[src/rtl/formula_loader_pkg.sv]
// Shared constants and loader state type for the formula loader slice.
package common;

    localparam int number_literal = 5;
    localparam int number_clause  = 16;

    typedef enum logic [1:0] {
        IDLE,
        POS,
        NEG,
        DONE
    } loader_state_t;

endpackage

[src/rtl/clause_mem.sv]
// Clause store: one write port, one registered read port, array not reset.
module clause_mem #(
    parameter  int WIDTH = 10,
    parameter  int DEPTH = 16,
    localparam int AW    = $clog2(DEPTH)
) (
    input  logic             i_clock,
    input  logic             i_rst_n,
    input  logic             i_wr_en,
    input  logic [AW-1:0]    i_wr_addr,
    input  logic [WIDTH-1:0] i_wr_data,
    input  logic [AW-1:0]    i_rd_addr,
    output logic [WIDTH-1:0] o_rd_data
);

    logic [WIDTH-1:0] r_mem [DEPTH];
    logic [WIDTH-1:0] r_rd_data;

    always_ff @(posedge i_clock) begin
        if (i_wr_en) begin
            r_mem[i_wr_addr] <= i_wr_data;
        end
    end

    // Non-blocking read of the array gives old data on a same-address write.
    always_ff @(posedge i_clock or negedge i_rst_n) begin
        if (!i_rst_n) begin
            r_rd_data <= '0;
        end else begin
            r_rd_data <= r_mem[i_rd_addr];
        end
    end

    assign o_rd_data = r_rd_data;

endmodule

[src/rtl/formula_loader.sv]
// Streams pos/neg literal-mask word pairs into clause storage,
// dropping tautologies and stopping on a terminator or a full store.
module formula_loader
    import common::*;
#(
    parameter  int NUM_LIT     = number_literal,
    parameter  int MAX_CLAUSES = number_clause,
    localparam int AW          = $clog2(MAX_CLAUSES),
    localparam int CW          = $clog2(MAX_CLAUSES + 1)
) (
    input  logic               clock,
    input  logic               reset,
    input  logic               load,
    input  logic               in_valid,
    input  logic [NUM_LIT-1:0] in_word,
    output logic               in_ready,
    input  logic [AW-1:0]      rd_addr,
    output logic [NUM_LIT-1:0] rd_pos,
    output logic [NUM_LIT-1:0] rd_neg,
    output logic [CW-1:0]      clause_count,
    output logic [CW-1:0]      taut_count,
    output logic               ended,
    output logic               full,
    output logic               aborted
);

    loader_state_t r_state;
    loader_state_t w_next;

    logic [NUM_LIT-1:0]   r_pos;
    logic [CW-1:0]        r_clause_count;
    logic [CW-1:0]        r_taut_count;
    logic                 r_ended;
    logic                 r_full;
    logic                 r_aborted;

    logic                 w_ready;
    logic                 w_store;
    logic                 w_accept;
    logic                 w_term;
    logic                 w_taut;
    logic                 w_hit_max;
    logic                 w_in_session;
    logic [CW-1:0]        w_count_inc;
    logic [2*NUM_LIT-1:0] w_rd_data;

    assign w_accept     = in_valid && w_ready;
    assign w_term       = (r_pos == '0) && (in_word == '0);
    assign w_taut       = |(r_pos & in_word);
    assign w_count_inc  = r_clause_count + CW'(1);
    assign w_hit_max    = (w_count_inc == CW'(MAX_CLAUSES));
    assign w_in_session = (r_state == POS) || (r_state == NEG);

    always_ff @(posedge clock or negedge reset) begin
        if (!reset) begin
            r_state <= IDLE;
        end else begin
            r_state <= w_next;
        end
    end

    always_comb begin
        w_next = r_state;
        unique case (r_state)
            IDLE: begin
                if (load) w_next = POS;
            end
            POS: begin
                if (!load)         w_next = IDLE;
                else if (w_accept) w_next = NEG;
            end
            NEG: begin
                if (!load) begin
                    w_next = IDLE;
                end else if (w_accept) begin
                    if (w_term)         w_next = DONE;
                    else if (w_taut)    w_next = POS;
                    else if (w_hit_max) w_next = DONE;
                    else                w_next = POS;
                end
            end
            DONE: begin
                if (!load) w_next = IDLE;
            end
        endcase
    end

    // Dropping load masks in_ready so no word slips in on an abort edge.
    always_comb begin
        w_ready = 1'b0;
        w_store = 1'b0;
        unique case (r_state)
            POS:     w_ready = load;
            NEG: begin
                w_ready = load;
                w_store = w_accept && !w_term && !w_taut;
            end
            default: w_ready = 1'b0;
        endcase
    end

    always_ff @(posedge clock or negedge reset) begin
        if (!reset) begin
            r_pos          <= '0;
            r_clause_count <= '0;
            r_taut_count   <= '0;
            r_ended        <= 1'b0;
            r_full         <= 1'b0;
            r_aborted      <= 1'b0;
        end else begin
            if (r_state == IDLE && load) begin
                r_clause_count <= '0;
                r_taut_count   <= '0;
                r_ended        <= 1'b0;
                r_full         <= 1'b0;
                r_aborted      <= 1'b0;
            end
            if (w_in_session && !load) begin
                r_aborted <= 1'b1;
            end
            if (r_state == POS && w_accept) begin
                r_pos <= in_word;
            end
            if (r_state == NEG && w_accept) begin
                if (w_term) begin
                    r_ended <= 1'b1;
                end else if (w_taut) begin
                    if (r_taut_count != '1) begin
                        r_taut_count <= r_taut_count + CW'(1);
                    end
                end else begin
                    r_clause_count <= w_count_inc;
                    if (w_hit_max) begin
                        r_full  <= 1'b1;
                        r_ended <= 1'b1;
                    end
                end
            end
        end
    end

    clause_mem #(
        .WIDTH (2 * NUM_LIT),
        .DEPTH (MAX_CLAUSES)
    ) u_mem (
        .i_clock   (clock),
        .i_rst_n   (reset),
        .i_wr_en   (w_store),
        .i_wr_addr (r_clause_count[AW-1:0]),
        .i_wr_data ({r_pos, in_word}),
        .i_rd_addr (rd_addr),
        .o_rd_data (w_rd_data)
    );

    assign in_ready     = w_ready;
    assign rd_pos       = w_rd_data[2*NUM_LIT-1:NUM_LIT];
    assign rd_neg       = w_rd_data[NUM_LIT-1:0];
    assign clause_count = r_clause_count;
    assign taut_count   = r_taut_count;
    assign ended        = r_ended;
    assign full         = r_full;
    assign aborted      = r_aborted;

endmodule
[config.mk]
export PLATFORM = sky130hd
export DESIGN_NAME = formula_loader
export DESIGN_NICKNAME = d
export VERILOG_FILES = /design/src/rtl/formula_loader_pkg.sv /design/src/rtl/clause_mem.sv /design/src/rtl/formula_loader.sv
export SDC_FILE = /design/constraint.sdc
export NUM_CORES = 1
export LEC_CHECK = 0
export ABC_AREA = 1
export CAP_MARGIN = 10
export CORE_MARGIN = 3
export CORE_UTILIZATION = 55
export DETAILED_ROUTE_END_ITERATION = 16
export PLACE_DENSITY = 0.76
export SLEW_MARGIN = 20
export SYNTH_ARGS = -nofsm -noshare
export SYNTH_HDL_FRONTEND = slang
export SYNTH_HIERARCHICAL = 1
export SYNTH_SLANG_ARGS = --single-unit
[constraint.sdc]
create_clock -name clock -period 2.4 [get_ports clock]
set_clock_uncertainty 0.15 [all_clocks]
set_input_delay 0.6 -clock clock [delete_from_list [all_inputs] [get_ports clock]]
set_output_delay 0.6 -clock clock [all_outputs]
set_load 0.03 [all_outputs]
### After elaboration in Yosys (flattened, before gate mapping)

Memories as Yosys holds them, arrays and structs flattened. A register that Yosys moved wholly into a read port is not among the register bits.
Cells that the tools add are included.

* add/sub/neg operators: 2
* equality and inequality tests: 9
* multiplexer cells: 35
* bitwise gates (word level): 1
* reductions and logical operators: 20

Operators by type and width (count)
* 5-bit two-way mux: 9
* 2-bit two-way mux: 9
* 1-bit two-way mux: 16
* 5-bit by 1-bit adder with 5-bit output, second input constant: 2
* 5-bit logical NOT: 2
* 1-bit logical AND: 8
* 2-bit case mux with 4 select lines: 1
* 3-bit != test, second input constant: 2
* 5-bit bitwise AND: 1
* 5-bit equality test, second input constant: 1
* 5-bit != test, second input constant: 1
* 5-bit OR reduction: 1
* 2-bit equality test, second input constant: 2
* 1-bit logical NOT: 4
* 2-bit != test, second input constant: 2
* 4-bit AND reduction: 1
* 2-bit by 1-bit equality test with 1-bit output, second input constant: 1
* 2-bit logical NOT: 1
* 2-bit nonzero test: 1
* 2-bit OR reduction: 1
* 1-bit logical OR: 1

* register bits after elaboration: 20
* RAM bits: 160
* input bits: 13
* output and inout bits: 24
* word-level logic and storage cells: 75
* memories: 1

Memories
* u_mem.r_mem: words 16, width 10, read ports 1, clocked after Yosys merged registers in 1, write ports 1, RTL line clause_mem.sv:16 `logic [WIDTH-1:0] r_mem [DEPTH];`

### Longest topological paths before layout

* depth after elaboration: 9
* mapped depth: 11
* mapped depth without buffers: 11

### Hierarchy

Netlist, hierarchy kept.

Modules (own cells, without submodules)
* clause_mem: times used 1, cells each 682, area an instance 7229.4 um^2
* formula_loader: times used 1, cells each 140, area an instance 1209.9 um^2

### Least setup slack after synthesis

Ideal clock, no wire load.

* kind: reg-to-reg
* from: register r_state[0]
* to: memory u_mem.r_mem[12][0] (enable)
* setup time: 376 ps
* arrival time: 1950 ps
* data required time: 1874 ps
* setup slack: -76 ps
* stages on the path, launching flop included: 11
* cells stage by stage: dfrtp_1 inv_1 ha_1 nand2_4 inv_4 nand2_4 nor2_8 nand3_2 inv_2 nand3_1 nor2_1

* longest elaborated chain between the ends: 9
* elaborated cells on any way between the ends: 10

RTL lines
* start: declaration: RTL line formula_loader.sv:27 `loader_state_t r_state;`
* start signal: assignment: RTL line formula_loader.sv:58 `r_state <= w_next;`
* 2-bit by 1-bit equality test with 1-bit output / 2-bit equality test (equally long branches): RTL line formula_loader.sv:92 `unique case (r_state)`
* 2-bit OR reduction (no source line) *
* 1-bit two-way mux *: RTL line formula_loader.sv:92
* via in_ready: RTL line formula_loader.sv:16 `output logic in_ready,`
* 1-bit logical AND *: RTL line formula_loader.sv:47 `assign w_accept = in_valid && w_ready;`
* 1-bit logical AND * (2 in a row): RTL line formula_loader.sv:96 `w_store = w_accept && !w_term && !w_taut;`
* 1-bit two-way mux *: RTL line formula_loader.sv:92
* via w_store: RTL line formula_loader.sv:38 `logic w_store;`
* 1-bit two-way mux *: RTL line clause_mem.sv:20 `if (i_wr_en) begin`
* 1-bit two-way mux (implied by the code) *: RTL line clause_mem.sv:21 `r_mem[i_wr_addr] <= i_wr_data;`
* end: declaration: RTL line clause_mem.sv:16

The timed path passes the listed nets; every way through them passes the cells marked *.

### Final worst setup path

* from: register r_taut_count[0] (netlist: taut_count[0])
* to: output port taut_count[0]

RTL lines
* start: declaration: RTL line formula_loader.sv:32 `logic [CW-1:0] r_taut_count;`
* start signal: assignment: RTL line formula_loader.sv:129 `r_taut_count <= r_taut_count + CW'(1);`
* end: declaration: RTL line formula_loader.sv:21 `output logic [CW-1:0] taut_count,`

No word-level cell between the ends.

==> summary.txt <==
STA
  • Final setup margin: ~0.094 ns
  • FMAX: between 400 and 500 MHz
  • Final min period: 2.31 ns
  • Final-report setup violation count: 0
  • Max_slew headroom: 68.1%
  • Final Hold Fails: 0
  • Unrepaired setup endpoints after global routing: false
  • Worst-Margin Slew: between 0.4 and 0.5 ns
  • Fin crit share: a little over nine tenths
  • Final slew viol count: 0

Logic synthesis
  • Synth Instances: just over 800
  • Warnings, synthesis: 6
  • Async SR Flop Fraction: between 10% and 20%
  • Yosys top cell by area: edfxtp_1
  • Netlist cell types: 31
  • Post-synth EDFFs: 160
  • Mapped Area: 8440 um^2
  • Share of the synthesized area in the top cell type: 56.9%
  • Synth area leaders: edfxtp_1 57%, nand2_1 11%, dfrtp_1 8.9%, nand3_1 7.9%, inv_1 6.0%
  • Synthesized area per cell: around 10 um^2
  • Net Count, Synth: roughly 840
  • Sequential area share after synthesis: between 60% and 70%
  • Ys flop type: edfxtp_1
  • #FFs+latches synth: 190

Detailed routing
  • Wirelength, routed: 19700 um
  • Total vias in the final route: 5911
  • DRC Markers: 0
  • Routed len/inst: between 15 and 20 um
  • Initial drt markers: ~860
  • DRT Pass-1 Iters: 6
  • Post-detailed-route via-to-cell ratio: between 5 and 6
  • Remaining antenna violation count: 0

Power
  • Pleak: 0.00433 uW
  • Comb power frac: roughly 16%
  • Switching share of power: between 20 and 30%
  • Psw: 2130 uW
  • Maximum vdd drop: about 0.6 mV
  • Total chip power: slightly below 8000 uW
  • PwrDens: about 800 nW/um^2
  • Clock Power Share: between 30% and 40%
  • Int Power: 5710 uW
  • Sequential Power Share: between 50% and 60%

Finish
  • Sequential Area: roughly 5600 um^2
  • Share of post-route cells with drive strength above 1: roughly 12%
  • ANT cells: 0
  • Filler cells: 1087
  • Layout net count: around 920
  • Post-layout util: 66.6%
  • Multi-input logic area: ~2100 um^2
  • Area Growth Syn to Fin: 16.4%

Clock tree
  • Quantity of gates resized following cts: 1
  • H-Tree Depth: 4
  • Clock Latency Late Sink: about 0.44 ns
  • Clock-pin transition on the worst setup and hold timing paths: ~0.07 ns
  • CTS tree: yes
  • CTS Buf Count: 17
  • Post-CTS Hold Buffers: 0
  • Clk root buf: clkbuf_16
  • Clock buffer depth: 2
  • Setup bufs post-CTS: 0
  • CTS Sinks: between 150 and 200

Status
  • Status: completed

Critical path
  • Worst setup EP type: output pin
  • Bufs and invs on worst path: 1
  • CP Max Fanout: 5
  • Worst path depth: 1
  • Register-to-Register Path Depth: 11
  • Crit Path Class: flop to output pin
  • CP max stage cell: clkdlybuf4s50_1
  • Worst endpoint required time: between 1.5 and 2 ns
  • Worst Path Arrival: 1.56 ns
  • Cell Chain, Critical Path: clkdlybuf4s50_1
  • CP max stage delay: 0.70 ns
  • CP startpoint kind: flop
  • Delay-heaviest family, CP: buffers and inverters

Placed design
  • Routability cong.: 0.907
  • Post-place setup slack: -0.298 ns
  • Hpwl dp: 12500 um
  • IO buf count: 36

Floorplanning
  • Die Width: about 130 um
  • Die Ht: approximately 130 um
  • Starting Density: 57.2%
  • # rows: 44
  • CORE AREA: 14800 um^2
  • I/O pin total: 37
  • Die area: between 15000 and 20000 um^2

Global route
  • Initial antenna violation count: 1
  • GRT Util Overall: between 20% and 30%
  • Gr ovfl total: 0
  • Largest net degree at the start of global routing: 59
  • First-pass GRT wire length: 30300 um
  • Vias in the first global route: approximately 5700

Job
  • MaxCap Viol Count: 0

Hold path
  • Hold Crit Class: input pin to async pin
-- through the flow --
| step | hold slack, ns | TNS, ns | instance area, um^2 | cells |
|---|---|---|---|---|
| after floorplan | 0.154 | -8.55 | 8450 | 822 |
| after global placement | 0.325 | -35.57 | 9260 | 1060 |
| after detailed placement | 0.324 | -40.30 | 9260 | 1060 |
| after CTS | 0.0594 | 0 | 9820 | 1092 |
| after global routing | 0.0735 | 0 | 9820 | 1092 |
| final | 0.0499 | 0 | 9820 | 1092 |
-- cells in the mapped netlist, types with 5 or more instances --
master    instances
nand2_1         249
edfxtp_1        160
inv_1           136
nand3_1         133
dfrtp_1          30
nor2_1           28
buf_2            16
buf_6            10
ha_1              8
o21ai_0           7
clkbuf_1          5
mux2_2            5
-- power groups by stage --
| stage | Sequential (uW) | Clock, uW | Combinational [uW] |
|---|---|---|---|
| after global placement | 4000 | 0 | 1230 |
| final | 3930 | 2620 | 1280 |
| after floorplan | 4150 | 0 | 513 |
| after global routing | 3940 | 2810 | 1400 |
| after detailed placement | 4000 | 0 | 1240 |
| after CTS | 3930 | 2650 | 1280 |
-- per-layer routing --
metal	share of wire (%)	routed length (um)	GRT usage [%]	up-vias
li1	-	-	-	2793
met1	40	7990	34.4	2744
met2	47	9230	38.4	328
met3	9.9	1960	6.71	44
met4	2.8	555	9.47	2
met5	0.056	11	0	-
-- state kept, by name, indices dropped and copies added, names as in the netlist --
| register | count |
|---|---|
| full | 1 |
| r_pos | 5 |
| u_mem/o_rd_data | 10 |
| clause_count | 5 |
| u_mem/r_mem | 160 |
| taut_count | 5 |
| ended | 1 |
| r_state | 2 |
| aborted | 1 |
-- area by class of cell --
type | instances | share of cell area (%)
clock buffer | 19 | 4.41
clock inverter | 13 | 1.16
inverter | 143 | 5.54
tap | 184 | 2.34
multi-input combinational | 457 | 21.8
timing repair buffer | 86 | 8.13
sequential | 190 | 56.6
-- layout by cell type (no fill, tap or decap), drive strengths merged, types with 3 or more instances in the layout --
cell	instances
edfxtp	160
clkbuf	19
clkdlybuf4s50	33
nand2	254
o21ai	10
nor2	31
ha	8
inv	145
nand4	3
a21oi	4
nand3	135
dfrtp	30
mux2	5
buf	53
clkinv	8
-- worst paths after layout --
| kind | from | end | slack [ns] |
|---|---|---|---|
| min | reset | taut_count[0]$_DFF_PN0_ | 0.05 |
| max reg2reg | r_state[1]$_DFFE_PN0P_ | u_mem/r_mem[15][9]$_DFFE_PP_ | 0.13 |
| min reg2reg | ended$_DFF_PN0_ | ended$_DFF_PN0_ | 0.35 |
| max | taut_count[0]$_DFF_PN0_ | taut_count[0] | 0.09 |
| min in group clock | ended$_DFF_PN0_ | ended$_DFF_PN0_ | 0.35 |
| max in group asynchronous | reset | clause_count[2]$_DFF_PN0_ | 1.71 |
-- cell families after synthesis --
logic type,count (synthesis),share of synthesized area [%]
mux,6,0.786
simple gates,427,22.1
fa+ha+maj,8,1.19
buf+inv,175,9.01
flops,190,65.8
compound gates,16,1.04
No activity file was read; power rests on OpenSTA's default activity.
